## config.mk

```make
export PLATFORM = sky130hd
export DESIGN_NAME = seq_divider
export DESIGN_NICKNAME = d
export VERILOG_FILES = /design/src/rtl/seq_divider_pkg.sv /design/src/rtl/seq_divider_div_step.sv /design/src/rtl/seq_divider.sv
export SDC_FILE = /design/constraint.sdc
export NUM_CORES = 1
export LEC_CHECK = 0
export BUFFER_PORTS_ARGS = -buffer_cell sky130_fd_sc_hd__clkbuf_2
export CAP_MARGIN = 20
export CORE_MARGIN = 5
export CORE_UTILIZATION = 35
export CTS_CLUSTER_DIAMETER = 100
export CTS_CLUSTER_SIZE = 30
export DETAILED_ROUTE_END_ITERATION = 12
export GPL_TIMING_DRIVEN = 1
export PLACE_DENSITY = 0.56
export SLEW_MARGIN = 40
export SYNTH_ARGS = -nofsm -noshare
export SYNTH_HDL_FRONTEND = slang
export SYNTH_SLANG_ARGS = --single-unit
```

## constraint.sdc

```tcl
create_clock -name CLK -period 2.82 [get_ports CLK]
set_clock_uncertainty 0.2 [all_clocks]
set_input_delay 0 -clock CLK [delete_from_list [all_inputs] [get_ports CLK]]
set_output_delay 0 -clock CLK [all_outputs]
set_load 0.05 [all_outputs]
```

## src/rtl/seq_divider_pkg.sv

```systemverilog
// Shared types and constants for the sequential restoring divider.
package seq_divider_pkg;

    localparam int DEFAULT_WIDTH = 4;

    typedef enum logic [1:0] {
        IDLE,
        RUN,
        FINISH
    } state_t;

endpackage

```

## src/rtl/seq_divider_div_step.sv

```systemverilog
// One combinational restoring shift-subtract step of the sequential divider.
module div_step #(
    parameter int WIDTH = 4
) (
    input  logic [WIDTH:0]   rem_in,
    input  logic             bit_in,
    input  logic [WIDTH-1:0] divisor,
    output logic [WIDTH:0]   rem_out,
    output logic             q_bit
);

    logic [WIDTH+1:0] shifted;
    logic [WIDTH+1:0] diff;

    // A borrow out of the widened subtraction means the trial failed, so restore.
    always_comb begin
        shifted = {rem_in, bit_in};
        diff    = shifted - {2'b00, divisor};
        q_bit   = ~diff[WIDTH+1];
        rem_out = q_bit ? diff[WIDTH:0] : shifted[WIDTH:0];
    end

endmodule

```

## src/rtl/seq_divider.sv

```systemverilog
// Sequential restoring divider, one quotient bit per cycle, MSB first.
// Define SEQ_DIVIDER_EARLY_EXIT_EN to finish at once when DIVIDEND < DIVISOR.
module seq_divider
    import seq_divider_pkg::*;
#(
    parameter int WIDTH = DEFAULT_WIDTH
) (
    input  logic             CLK,
    input  logic             RST_N,
    input  logic             START,
    input  logic [WIDTH-1:0] DIVIDEND,
    input  logic [WIDTH-1:0] DIVISOR,
    output logic             BUSY,
    output logic             DONE,
    output logic [WIDTH-1:0] QUOTIENT,
    output logic [WIDTH-1:0] REMAINDER,
    output logic             DIV_BY_ZERO
);

    localparam int CW = $clog2(WIDTH + 1);
    localparam logic [CW-1:0] LAST_STEP = CW'(WIDTH - 1);

    state_t           state;
    state_t           next_state;
    logic [WIDTH-1:0] dvd_reg;
    logic [WIDTH-1:0] dvs_reg;
    logic [WIDTH:0]   rem_reg;
    logic [WIDTH:0]   rem_next;
    logic             q_bit;
    logic [CW-1:0]    count;
    logic             zero_div;
    logic             early_exit;
    logic             last_step;

    assign zero_div  = (DIVISOR == '0);
    assign last_step = (count == LAST_STEP);

`ifdef SEQ_DIVIDER_EARLY_EXIT_EN
    assign early_exit = (DIVIDEND < DIVISOR);
`else
    assign early_exit = 1'b0;
`endif

    div_step #(.WIDTH(WIDTH)) u_step (
        .rem_in  (rem_reg),
        .bit_in  (dvd_reg[WIDTH-1]),
        .divisor (dvs_reg),
        .rem_out (rem_next),
        .q_bit   (q_bit)
    );

    always_ff @(posedge CLK or negedge RST_N) begin
        if (!RST_N) state <= IDLE;
        else        state <= next_state;
    end

    always_comb begin
        next_state = state;
        BUSY       = 1'b0;
        DONE       = 1'b0;
        case (state)
            IDLE: begin
                if (START) next_state = (zero_div || early_exit) ? FINISH : RUN;
            end
            RUN: begin
                BUSY = 1'b1;
                if (last_step) next_state = FINISH;
            end
            FINISH: begin
                DONE       = 1'b1;
                next_state = IDLE;
            end
            default: next_state = IDLE;
        endcase
    end

    // The dividend register doubles as the quotient: each step shifts a dividend bit out and a quotient bit in.
    always_ff @(posedge CLK or negedge RST_N) begin
        if (!RST_N) begin
            dvd_reg     <= '0;
            dvs_reg     <= '0;
            rem_reg     <= '0;
            count       <= '0;
            QUOTIENT    <= '0;
            REMAINDER   <= '0;
            DIV_BY_ZERO <= 1'b0;
        end else begin
            case (state)
                IDLE: begin
                    if (START) begin
                        dvd_reg <= DIVIDEND;
                        dvs_reg <= DIVISOR;
                        rem_reg <= '0;
                        count   <= '0;
                        if (zero_div) begin
                            QUOTIENT    <= '1;
                            REMAINDER   <= DIVIDEND;
                            DIV_BY_ZERO <= 1'b1;
                        end else if (early_exit) begin
                            QUOTIENT    <= '0;
                            REMAINDER   <= DIVIDEND;
                            DIV_BY_ZERO <= 1'b0;
                        end
                    end
                end
                RUN: begin
                    rem_reg <= rem_next;
                    dvd_reg <= {dvd_reg[WIDTH-2:0], q_bit};
                    count   <= count + 1'b1;
                    if (last_step) begin
                        QUOTIENT    <= {dvd_reg[WIDTH-2:0], q_bit};
                        REMAINDER   <= rem_next[WIDTH-1:0];
                        DIV_BY_ZERO <= 1'b0;
                    end
                end
                default: ;
            endcase
        end
    end

endmodule
```

==> impl_summary.md, run 1 <==
Status
The flow ran to the end, and the final reports show no timing, DRC or antenna violations.

Worst setup path
The endpoint identified for the worst register-to-register timing path is REMAINDER[1]. The kind of start point of the critical path is a flip-flop. The required time of the worst setup path is 2.75 ns. The setup slack of the most critical reg-to-reg path is 0.54 ns. The arrival time of data at the critical path endpoint is 2.21 ns. The worst setup path is captured at a flip-flop.

The setup path with the least slack is of type reg -> reg. The cell count of the worst reg-to-reg path is 6. The start of the worst register-to-register path is rem_reg[0]. Of all nets on the critical path, the largest fanout is 5.

CTS
Clock-pin slew was measured on the worst setup and hold paths at 0.09 ns. The clock reaches the later pin of the worst-skew pair after 0.27 ns. The number of buffers between clock root and the deepest sink is 2.

CTS built an H-tree with a depth of 1. The number of buffers added by the clock tree synthesis step is 3. The cell chosen for the clock root is sky130_fd_sc_hd__clkbuf_8.

The clock tree from TritonCTS is built. Counting every sink on the clock net gives 27.

Global route
The wire length of the first global-routing pass is 6240 um. For this run the aggregate overflow at the end of global routing stands at 0. The initial antenna violation count is 0. The pin count of the biggest net entering global routing is 28. The global routing usage summed across all routing layers is 12.8%. The via count of the first global-routing pass is 1,289.

Yosys
Sorting the synthesized cells by how often they occur yields 27 x sky130_fd_sc_hd__dfrtp_1, 25 x sky130_fd_sc_hd__nand2_1, 14 x sky130_fd_sc_hd__nor2_1. The number of nets in the synthesized netlist is 173. The share of the Yosys chip area taken by registers is 44.0%.

Counting flops with a built-in enable in the synthesized netlist gives 0. The average cell area after synthesis is 9.91 um^2. The number of synthesized register bits is 27.

The most common cell in the synthesized netlist is sky130_fd_sc_hd__dfrtp_1. The share of synthesized area in the top cell type comes to 44.0%. The synthesized netlist cell count is 155. The synthesis warning total is 0. Yosys mapped the design onto 41 distinct sky130hd cell types. The dominant cell type by area after synthesis is sky130_fd_sc_hd__dfrtp_1. For this run, the leading register cell type out of synthesis is sky130_fd_sc_hd__dfrtp_1. Of all flip-flops after synthesis, the portion carrying an async set or reset was 100%.

Sorting the synthesized cells by area gives the leading types as sky130_fd_sc_hd__dfrtp_1 44%, sky130_fd_sc_hd__nand2_1 6.1%, sky130_fd_sc_hd__ha_1 4.9%, sky130_fd_sc_hd__o21ai_0 3.6%, sky130_fd_sc_hd__nor2_1 3.4%. The cell area after technology mapping is 1540 um^2.

Placed design
Once detailed placement completed, the half-perimeter wirelength came to 2590 um. Summing all placed instances gives a cell area of 1690 um^2. The number of cells in the design after placement is 225. Input and output buffers added on the ports amount to 21. Routability-driven placement finished with a final weighted congestion of 0.836.

Die
The initial utilization of the core area, before any placement, comes to 35.8%. The chip height is 76.3 um. The placeable core region is 4290 um^2.

The die width is 76.3 um. The floorplan step defined a die boundary enclosing 5810 um^2. The number of placement rows is 24.

For this design the top-level I/O count stands at 22.

Power and ir drop
For this design the static power due to leakage is 0.000822 uW. Across the VDD grid, the largest voltage drop is 0.000304 V. Power spread over the standard cell area amounts to 1400 nW/um^2.

Final layout
In the final layout, the share of cells above drive strength 1 is 21.9%. The finished cells cover 1830 um^2. Fill cells in the final layout number 423.

The area growth from synthesis to layout is 19.4%. For this run, the number of standard cells in the final layout without fillers is 239. The number of diodes is 0. The register with the most flip-flops in the layout has 5 of them.

The final-stage net count is 206.

STA
The normalized max-slew margin is 55.7%. The smallest clock period supported by the final layout is computed as 2.28 ns. Summed over all failing endpoints, the final setup total negative slack is 0 ns. At the pin with the least slew margin, the transition time is 0.665 ns.

The total count of max-transition violations in the final report came to 0. Of the available clock period, the critical path in the final layout requires 80.8%. For this run, the top clock speed supported by timing is 439 MHz. Setup repair after global routing left no endpoint under its margin. Setup violations remaining at the end of the flow were counted as 0. The final number of hold-violating endpoints came to 0. The tightest hold path in the finished design has a slack of 0.0855 ns.

Drt
In the routed design, unresolved DRC markers number 0. The detail-routed via count per cell is 5.29. The number of detailed-route iterations in the first pass is 4. The first routing iteration left 97 violations.

The per-cell routed wire length is 14.5 um. After detailed routing, the total wire length is 3470 um. Across all layers, the routed design uses 1,264 vias.

The number of nets still failing antenna checks after routing is 0.

Job
The number of maximum-capacitance violations is 0.

Hold path
The path class of the tightest hold or removal check is in -> async.
[critical path, cell delays in order, from the launching register on]
cell	delay [ns]
sky130_fd_sc_hd__dfrtp_1	0.44
sky130_fd_sc_hd__ha_1	0.29
sky130_fd_sc_hd__nor2b_4	0.14
sky130_fd_sc_hd__o31a_4	0.31
sky130_fd_sc_hd__o211ai_4	0.28
sky130_fd_sc_hd__mux2i_1	0.35
sky130_fd_sc_hd__a31oi_1	0.13
[stage by stage]
stage,total power (uW),utilization [%],setup WS [ns]
floorplan,2000,-,0.715
global placement,2320,39.3,0.578
detailed placement,2340,39.3,0.563
CTS,2580,42.7,0.549
global route,2790,42.7,0.416
finish,2560,42.7,0.542
[worst max-delay path by stage]
stage	start	endpoint	slack (ns)	depth (start not counted)
final	rem_reg[0]	REMAINDER[1]	0.54	6
after global routing	state[1]	REMAINDER[2]	0.42	7
after CTS	dvs_reg[1]	REMAINDER[1]	0.55	7
after detailed placement	rem_reg[0]	REMAINDER[1]	0.56	6
after global placement	dvs_reg[1]	REMAINDER[1]	0.58	7
after floorplan	rem_reg[0]	REMAINDER[2]	0.72	6
[power by group]
| group | switching, uW | internal (uW) | total, uW |
|---|---|---|---|
| Sequential | 147 | 573 | 720 |
| Clock | 114 | 101 | 215 |
| Combinational | 1020 | 602 | 1620 |
[final cells by class]
cell class / count / area, um^2 / share of cell area, %
inverters: 13 / 48.8 / 2.66
well taps: 52 / 65.1 / 3.55
repair buffers: 33 / 220 / 12.0
flip-flops and latches: 27 / 676 / 36.8
multi-input cells: 110 / 779 / 42.5
clock buffers: 4 / 45.0 / 2.46
[cells by family after synthesis]
group                    after synthesis  share of synthesized area [%]
AND/OR/NAND/NOR                       51                           15.0
AO/OA/AOI/OAI                         47                           26.1
flip-flops                            27                           44.0
buffers and inverters                 18                           5.29
adder cells (fa/ha/maj)                7                           6.19
multiplexers                           3                           2.28
XOR/XNOR                               2                           1.14
[placed cells by master, fill, tap and decap left out, types with 2 or more instances in the layout]
cell                            Yosys  final
sky130_fd_sc_hd__o22ai_1            3      3
sky130_fd_sc_hd__dlygate4sd3_1      0     10
sky130_fd_sc_hd__nand2_1           25     25
sky130_fd_sc_hd__xor2_1             2      2
sky130_fd_sc_hd__ha_1               6      6
sky130_fd_sc_hd__a31oi_2            3      3
sky130_fd_sc_hd__a21oi_2            2      2
sky130_fd_sc_hd__a22oi_1            2      2
sky130_fd_sc_hd__nand4_1            2      2
sky130_fd_sc_hd__inv_1             13     13
sky130_fd_sc_hd__clkbuf_8           0      3
sky130_fd_sc_hd__buf_4              0      2
sky130_fd_sc_hd__a21oi_1            5      5
sky130_fd_sc_hd__a31oi_1            4      4
sky130_fd_sc_hd__clkbuf_2           0     21
sky130_fd_sc_hd__nor2_1            14     14
sky130_fd_sc_hd__dfrtp_1           27     27
sky130_fd_sc_hd__mux2i_1            2      2
sky130_fd_sc_hd__o21a_1             4      4
sky130_fd_sc_hd__nor3_1             3      3
sky130_fd_sc_hd__o21ai_0           11     11
sky130_fd_sc_hd__nor2b_1            2      2
[repair_timing]
item                      CTS  global route
resized for setup           0             0
hold buffers               10             0
hold endpoints to repair   40             0
setup buffers               0             0
[routing by layer]
metal / global-route usage, % / vias to the layer above / share of wire (%)
met3: 2.01 / 5 / 3.4
li1: - / 610 / -
met2: 21.4 / 27 / 50
met1: 16.7 / 622 / 45
met5: 0 / - / 0
met4: 4.37 / 0 / 1.5
(Power assumes the default switching activity.)
==> run 2, diff against run 1 <==
==> constraint.sdc (replaced) <==
create_clock -name CLK -period 2.4 [get_ports CLK]
set_clock_uncertainty 0.2 [all_clocks]
set_input_delay 0 -clock CLK [delete_from_list [all_inputs] [get_ports CLK]]
set_output_delay 0 -clock CLK [all_outputs]
set_load 0.05 [all_outputs]
==> impl_summary.md, run 2 (same netlist as run 1, synthesis figures left out) <==
STA
The number of setup violations in the final report is 0 (unchanged). The normalized max-slew margin came to 56.9% (+1.2 points). The share of the clock period used by the worst path after layout is 96.1% (+15 points).

The minimum period implied by the final worst setup slack is 2.31 ns (+0.0287 ns). The slew of the pin with the lowest slew margin is 0.647 ns (-0.0179 ns). The maximum achievable frequency came to 434 MHz (-1.2%). Setup repair after global routing left no endpoint under its margin. The setup total negative slack came to 0 ns (unchanged). The total count of max-transition violations in the final report is 0 (unchanged). The final number of hold-violating endpoints is 0 (unchanged).

Worst setup path
The worst register-to-register path begins at dvs_reg[1]. The arrival time of data at the critical path endpoint is 2.30 ns (+0.09 ns). The required time of the worst setup path is 2.40 ns (-0.35 ns). STA classifies the critical path startpoint as a flip-flop. Tracing the worst setup path back leads to its startpoint at dvs_reg[1]. The critical path's slowest cell is sky130_fd_sc_hd__dfrtp_1. The largest fanout on the critical path is 5 (unchanged).

The worst register-to-register path ends at REMAINDER[2]. The cell count of the worst reg-to-reg path was 7 (+1). The critical path endpoint category is a flip-flop. The type of the worst setup path is reg -> reg. Traced cell by cell, the critical path runs through inv_1 > ha_1 > nor2b_4 > o31a_4 > o211ai_4 > mux2_4 > a31oi_2. The timing endpoint of the critical path is REMAINDER[2]. The critical path's largest stage delay is 0.38 ns (-0.06 ns). The setup slack of the most critical reg-to-reg path came to 0.09 ns (-0.45 ns).

Power and ir drop
The worst ir drop on vdd came to 0.000465 V (+53%). The leakage power of the design is 0.000828 uW (+0.69%). The switching share of total power is 50.2% (about the same). The power density over the cells came to 1650 nW/um^2 (+18%). The overall power is 3050 uW (+19%). The cell-internal power is 1520 uW (+19%). The relative contribution of the clock network to total power is 8.6% (+0.2 points). The net switching component of the power is 1530 uW (+19%). The combinational share of power is 63.6% (about the same). The sequential cell fraction of total power is 27.8% (-0.3 points).

Drt
The routed wire length is 3580 um (+2.9%). The number of nets still failing antenna checks after routing is 0 (unchanged). The via total after detailed routing is 1,235 (-2.3%). The per-cell routed wire length was 14.9 um (+2.5%). The number of detailed-route iterations in the first pass is 4 (unchanged). The detail-routed via count per cell is 5.15 (-2.7%). The number of DRC markers after the initial detailed-route iteration is 36 (-63%).

The number of design rule violations left after detail routing is 0 (unchanged).

Placed design
The final weighted congestion in routability-driven placement is 0.811 (-2.9%). The post-detailed-placement half-perimeter wirelength was 2520 um (-2.7%). The total cell area at the placement stage was 1700 um^2 (+0.44%).

The total of buffers placed on input and output ports is 21 (unchanged).

Job
The number of maximum-capacitance violations came to 0 (unchanged).

Final layout
The area growth from synthesis to layout is 20.2%. The flip-flop count of the largest register, all copies and words added came to 5 (unchanged). The library cells used most frequently in the layout, excluding fill and tap cells, are 27 x sky130_fd_sc_hd__dfrtp_1, 25 x sky130_fd_sc_hd__nand2_1, 20 x sky130_fd_sc_hd__clkbuf_2. The summed area of non-filler cells in the final layout was 1850 um^2 (+0.68%).

The commonest non-fill, non-tap cell in the layout is sky130_fd_sc_hd__dfrtp_1. The number of diodes is 0 (unchanged). The final-stage net count is 207 (+0.49%). The number of inserted filler cells in the final layout is 419 (-0.95%). The fraction of layout cells with a size suffix above 1 is 23.4% (+1.5 points).

CTS
The clock sink total is 27 (unchanged). The CTS clock-pin slew for the worst setup and hold paths is 0.10 ns (about the same). The number of buffers between clock root and the deepest sink was 2 (unchanged). The count of buffers added by post-CTS timing repair for setup is 0 (unchanged). The clock tree from TritonCTS is built. The deepest level of the CTS H-tree is 1 (unchanged). The number of buffers added by the clock tree synthesis step is 3 (unchanged). The latest clock arrival within the worst-skew pair is 0.27 ns (about the same). The cell chosen for the clock root is sky130_fd_sc_hd__clkbuf_8.

Global route
The overall overflow remaining after global route was 0 (unchanged). The global routing usage summed across all routing layers came to 12.9% (+0.14 points). The wire length of the first global-routing pass is 6350 um (+1.9%). The via count of the first global-routing pass is 1,295 (+0.47%). The pin count of the biggest net entering global routing came to 28 (unchanged). The initial antenna violation count is 0 (unchanged).

Die
The number of placement rows is 24 (unchanged). The I/O pin total is 22 (unchanged). The placeable core region was 4290 um^2 (unchanged). The starting density of the core is 35.8% (unchanged).

The die width came to 76.3 um (unchanged). The chip height is 76.3 um (unchanged). The total die area was 5810 um^2 (unchanged).

Status
The flow ran to the end, and the final reports show no timing, DRC or antenna violations.

Hold path
The worst hold path belongs to the class in -> async.
## run 2: changes by cell type in the layout (fill, tap and decap cells not counted)
cell                       delta
sky130_fd_sc_hd__clkbuf_2     -1
sky130_fd_sc_hd__buf_4        +1
sky130_fd_sc_hd__clkinv_2     +1
sky130_fd_sc_hd__mux2i_1      -1
sky130_fd_sc_hd__clkbuf_1     -1
sky130_fd_sc_hd__mux2i_2      +1
sky130_fd_sc_hd__buf_2        +1
## run 2: worst min path at each step
| stage | to | slack, ns | cells after the start |
|---|---|---|---|
| after global routing | dvs_reg[3] | 0.16 | 2 |
| final | dvs_reg[3] | 0.07 | 2 |
| after detailed placement | dvs_reg[3] | -0.11 | 1 |
| after CTS | dvs_reg[3] | 0.13 | 2 |
| after global placement | dvs_reg[3] | -0.12 | 1 |
| after floorplan | DIV_BY_ZERO | -0.50 | 0 |
## run 2: final cells by class
cell class / count / area [um^2] / share of cell area [%]
clock buffer: 3 / 41.3 / 2.24
multi-input combinational: 110 / 783 / 42.4
timing repair buffer: 34 / 228 / 12.3
tap: 52 / 65.1 / 3.52
clock inverter: 1 / 5.00 / 0.271
sequential: 27 / 676 / 36.6
inverter: 13 / 48.8 / 2.64
## run 2: through the flow
step / std cells / util [%] / setup WS (ns) / hold slack [ns]
3_5_place_dp: 226 / 39.5 / 0.0851 / -0.106
4_1_cts: 240 / 42.9 / 0.0795 / 0.131
2_1_floorplan: 155 / - / 0.295 / -0.496
5_1_grt: 240 / 43.0 / 0.00794 / 0.158
6_report: 240 / 43.0 / 0.0937 / 0.0746
3_3_place_gp: 226 / 39.5 / 0.120 / -0.121
## run 2: critical path: cells and delay by family (launching register included)
kind            cells  cell delay, ns
compound gates      3            0.78
flops               1            0.38
mux                 1            0.36
fa+ha+maj           1            0.24
simple gates        1            0.14
buf+inv             1            0.13
## run 2: per-layer routing
metal	routed length, um	global-route usage [%]
met3	109	1.54
met5	0	0
met2	1660	21.4
met4	23	3.15
met1	1790	17.9
## run 2: what timing repair did
action                                 in CTS  in global routing
hold buffers                               10                  0
setup endpoints to repair                   0                  1
endpoints found under the hold margin      40                  0
resized for setup                           0                  1
## run 2: power groups by stage
stage | logic [uW] | clock network [uW] | registers [uW]
after detailed placement | 1910 | 0 | 854
final | 1940 | 264 | 847
after global routing | 2150 | 287 | 877
after global placement | 1880 | 0 | 844
after CTS | 1930 | 273 | 844
after floorplan | 1320 | 0 | 1020
==> run 3, diff against run 2 <==
--- a/config.mk
+++ b/config.mk
@@ -7,10 +7,11 @@
 export LEC_CHECK = 0
 export BUFFER_PORTS_ARGS = -buffer_cell sky130_fd_sc_hd__clkbuf_2
 export CAP_MARGIN = 20
+export CORE_ASPECT_RATIO = 1.4
 export CORE_MARGIN = 5
 export CORE_UTILIZATION = 35
 export CTS_CLUSTER_DIAMETER = 100
-export CTS_CLUSTER_SIZE = 30
+export CTS_CLUSTER_SIZE = 8
 export DETAILED_ROUTE_END_ITERATION = 12
 export GPL_TIMING_DRIVEN = 1
 export PLACE_DENSITY = 0.56
==> constraint.sdc (replaced) <==
create_clock -name CLK -period 2.2 [get_ports CLK]
set_clock_uncertainty 0.2 [all_clocks]
set_input_delay 0 -clock CLK [delete_from_list [all_inputs] [get_ports CLK]]
set_output_delay 0 -clock CLK [all_outputs]
set_load 0.05 [all_outputs]
==> impl_summary.md, run 3 (same netlist as run 1, synthesis figures left out) <==
Final layout
The number of inserted filler cells in the final layout is 404 (-3.6%). The final-stage net count was 216 (+4.3%). Relative to the synthesized area, the layout overhead comes to 26.1%. The number of diodes came to 0 (unchanged).

The flip-flop count of the largest register, all copies and words added is 5 (unchanged). In the layout the commonest cells are 27 x sky130_fd_sc_hd__dfrtp_1, 25 x sky130_fd_sc_hd__nand2_1, 21 x sky130_fd_sc_hd__clkbuf_2. Leaving out fill and tap cells, the most frequent cell in the layout is sky130_fd_sc_hd__dfrtp_1.

The fraction of layout cells with a size suffix above 1 is 27.9% (+4.5 points).

CTS
The number of buffers between clock root and the deepest sink came to 2 (unchanged). TritonCTS built the clock tree. The CTS clock-pin slew for the worst setup and hold paths was 0.10 ns (about the same). The root buffer cell chosen for the clock tree is sky130_fd_sc_hd__clkbuf_8. The number of buffers added by the clock tree synthesis step is 3 (unchanged). The deepest level of the CTS H-tree came to 1 (unchanged). The latest clock arrival within the worst-skew pair is 0.28 ns (about the same). The clock sink total is 27 (unchanged).

Status
The flow ran to the end, and the final reports show no timing, DRC or antenna violations.

Global route
The wire length of the first global-routing pass is 6100 um (-4.0%). The overall overflow remaining after global route came to 0 (unchanged). The initial antenna violation count is 0 (unchanged).

The via count of the first global-routing pass is 1,348 (+4.1%). The global routing usage summed across all routing layers is 13.5% (+0.56 points). The pin count of the biggest net entering global routing is 28 (unchanged).

STA
The final number of hold-violating endpoints came to 0 (unchanged). The normalized max-slew margin is 56.0% (-0.82 points). The slew of the pin with the lowest slew margin came to 0.659 ns (+0.0122 ns).

The share of the clock period used by the worst path after layout is 96.1% (about the same). The setup total negative slack is 0 ns (unchanged). The maximum achievable frequency came to 473 MHz (+9.1%). The total count of max-transition violations in the final report came to 0 (unchanged). The minimum hold slack is 0.0711 ns (-0.00346 ns). The minimum period implied by the final worst setup slack is 2.11 ns (-0.193 ns).

Setup repair after global routing left no endpoint under its margin. The worst setup slack after layout came to 0.0864 ns (-0.00736 ns). The number of setup violations in the final report is 0 (unchanged).

Worst setup path
The arrival time of data at the critical path endpoint is 2.12 ns (-0.18 ns). The setup slack of the most critical reg-to-reg path is 0.09 ns (about the same). The cell family contributing the most delay on the critical path is compound AO/OA/AOI/OAI gates.

The kind of start point of the critical path is a flip-flop. The critical path endpoint category is a flip-flop. The required time of the worst setup path is 2.20 ns (-0.20 ns).

The critical path is of the reg -> reg type. The signal on the critical path passes through inv_1 > ha_1 > nor2b_4 > o31a_4 > o211ai_4 > mux2_4 > a31oi_2. The count of buffering cells on the critical path with inverters included is 1 (unchanged). The critical path's slowest cell is sky130_fd_sc_hd__dfrtp_1.

The largest fanout on the critical path is 4 (-1). The critical path's largest stage delay came to 0.37 ns (about the same).

Power and ir drop
The power density over the cells came to 1810 nW/um^2 (+9.5%). The worst ir drop on vdd is 0.00108 V (+130%). The overall power was 3510 uW (+15%). The leakage power of the design came to 0.000869 uW (+4.9%).

Die
The number of placement rows is 28 (+17%). The placeable core region is 4240 um^2 (-1.3%). The starting density of the core came to 36.2% (+0.46 points). The I/O pin total is 22 (unchanged). The total die area is 5830 um^2 (+0.32%). The chip height is 88.4 um (+16%).

The die width is 66.0 um (-13%).

Drt
The routed wire length was 3550 um (-0.87%). The number of detailed-route iterations in the first pass came to 4 (unchanged). The detail-routed via count per cell was 5.01 (-2.6%). The per-cell routed wire length is 13.8 um (-7.4%). The number of DRC markers after the initial detailed-route iteration was 28 (-22%). The number of design rule violations left after detail routing is 0 (unchanged).

The number of nets still failing antenna checks after routing is 0 (unchanged). The via total after detailed routing came to 1,288 (+4.3%).

Placed design
The worst setup slack before clock tree synthesis is -0.0193 ns (-0.104 ns). The total of buffers placed on input and output ports is 21 (unchanged). The final weighted congestion in routability-driven placement came to 0.829 (+2.2%).

The post-detailed-placement half-perimeter wirelength is 2770 um (+10%).

Hold path
The path category of the worst min-delay check is in -> async.

Job
The number of maximum-capacitance violations is 0 (unchanged).
[run 3: cell count changes in the layout (fill, tap and decap cells not counted), sizes merged]
cell      previous run  this run
buf                  4        12
clkbuf              23        24
clkinv               1         0
clkinvlp             0         1
[run 3: power breakdown]
group          switching [uW]  leakage (uW)  internal, uW
combinational            1350      0.000529           947
clock                     159     0.0000217           129
sequential                183      0.000318           734
total                    1700      0.000869          1810
[run 3: per-layer routing]
metal	global-route usage (%)	wire length, um
met4	6.28	85
met3	1.40	91
met1	15.0	1430
met2	25.4	1940
met5	0	0
[run 3: what timing repair did]
item,4_1_cts,5_1_grt
hold endpoints to repair,40,0
hold buffers,10,0
endpoints found under the setup margin,1,4
resized for setup,2,3
pin swaps,0,1
setup buffers,0,1
[run 3: stage by stage]
step,instances,util [%],instance area (um^2)
after CTS,256,45.5,1930
after global placement,242,41.7,1770
after global routing,257,45.7,1940
after floorplan,155,-,1540
final,257,45.7,1940
after detailed placement,242,41.7,1770
[run 3: path summary, 6_finish.rpt]
kind,cells past startpoint,endpoint,startpoint
min reg2reg,1,DIV_BY_ZERO,DIV_BY_ZERO
max reg2reg,7,REMAINDER[2],dvs_reg[1]
max,7,REMAINDER[2],dvs_reg[1]
max in group asynchronous,2,dvs_reg[0],RST_N
min in group CLK,1,DIV_BY_ZERO,DIV_BY_ZERO
min,2,DIV_BY_ZERO,RST_N
[run 3: layout make-up]
cell class	instances	area, um^2	area share, %
multi-input combinational	110	795	41.0
sequential	27	676	34.9
timing repair buffer	43	295	15.2
tap	60	75.1	3.87
inverter	13	48.8	2.52
clock buffer	3	41.3	2.13
clock inverter	1	7.51	0.387
[run 3: worst reg2reg max path, stage by stage, from the launching register on]
cell and delay [ns]:
sky130_fd_sc_hd__dfrtp_1 0.37, sky130_fd_sc_hd__inv_1 0.07, sky130_fd_sc_hd__ha_1 0.23, sky130_fd_sc_hd__nor2b_4 0.14
sky130_fd_sc_hd__o31a_4 0.30, sky130_fd_sc_hd__o211ai_4 0.24, sky130_fd_sc_hd__mux2_4 0.34, sky130_fd_sc_hd__a31oi_2 0.16
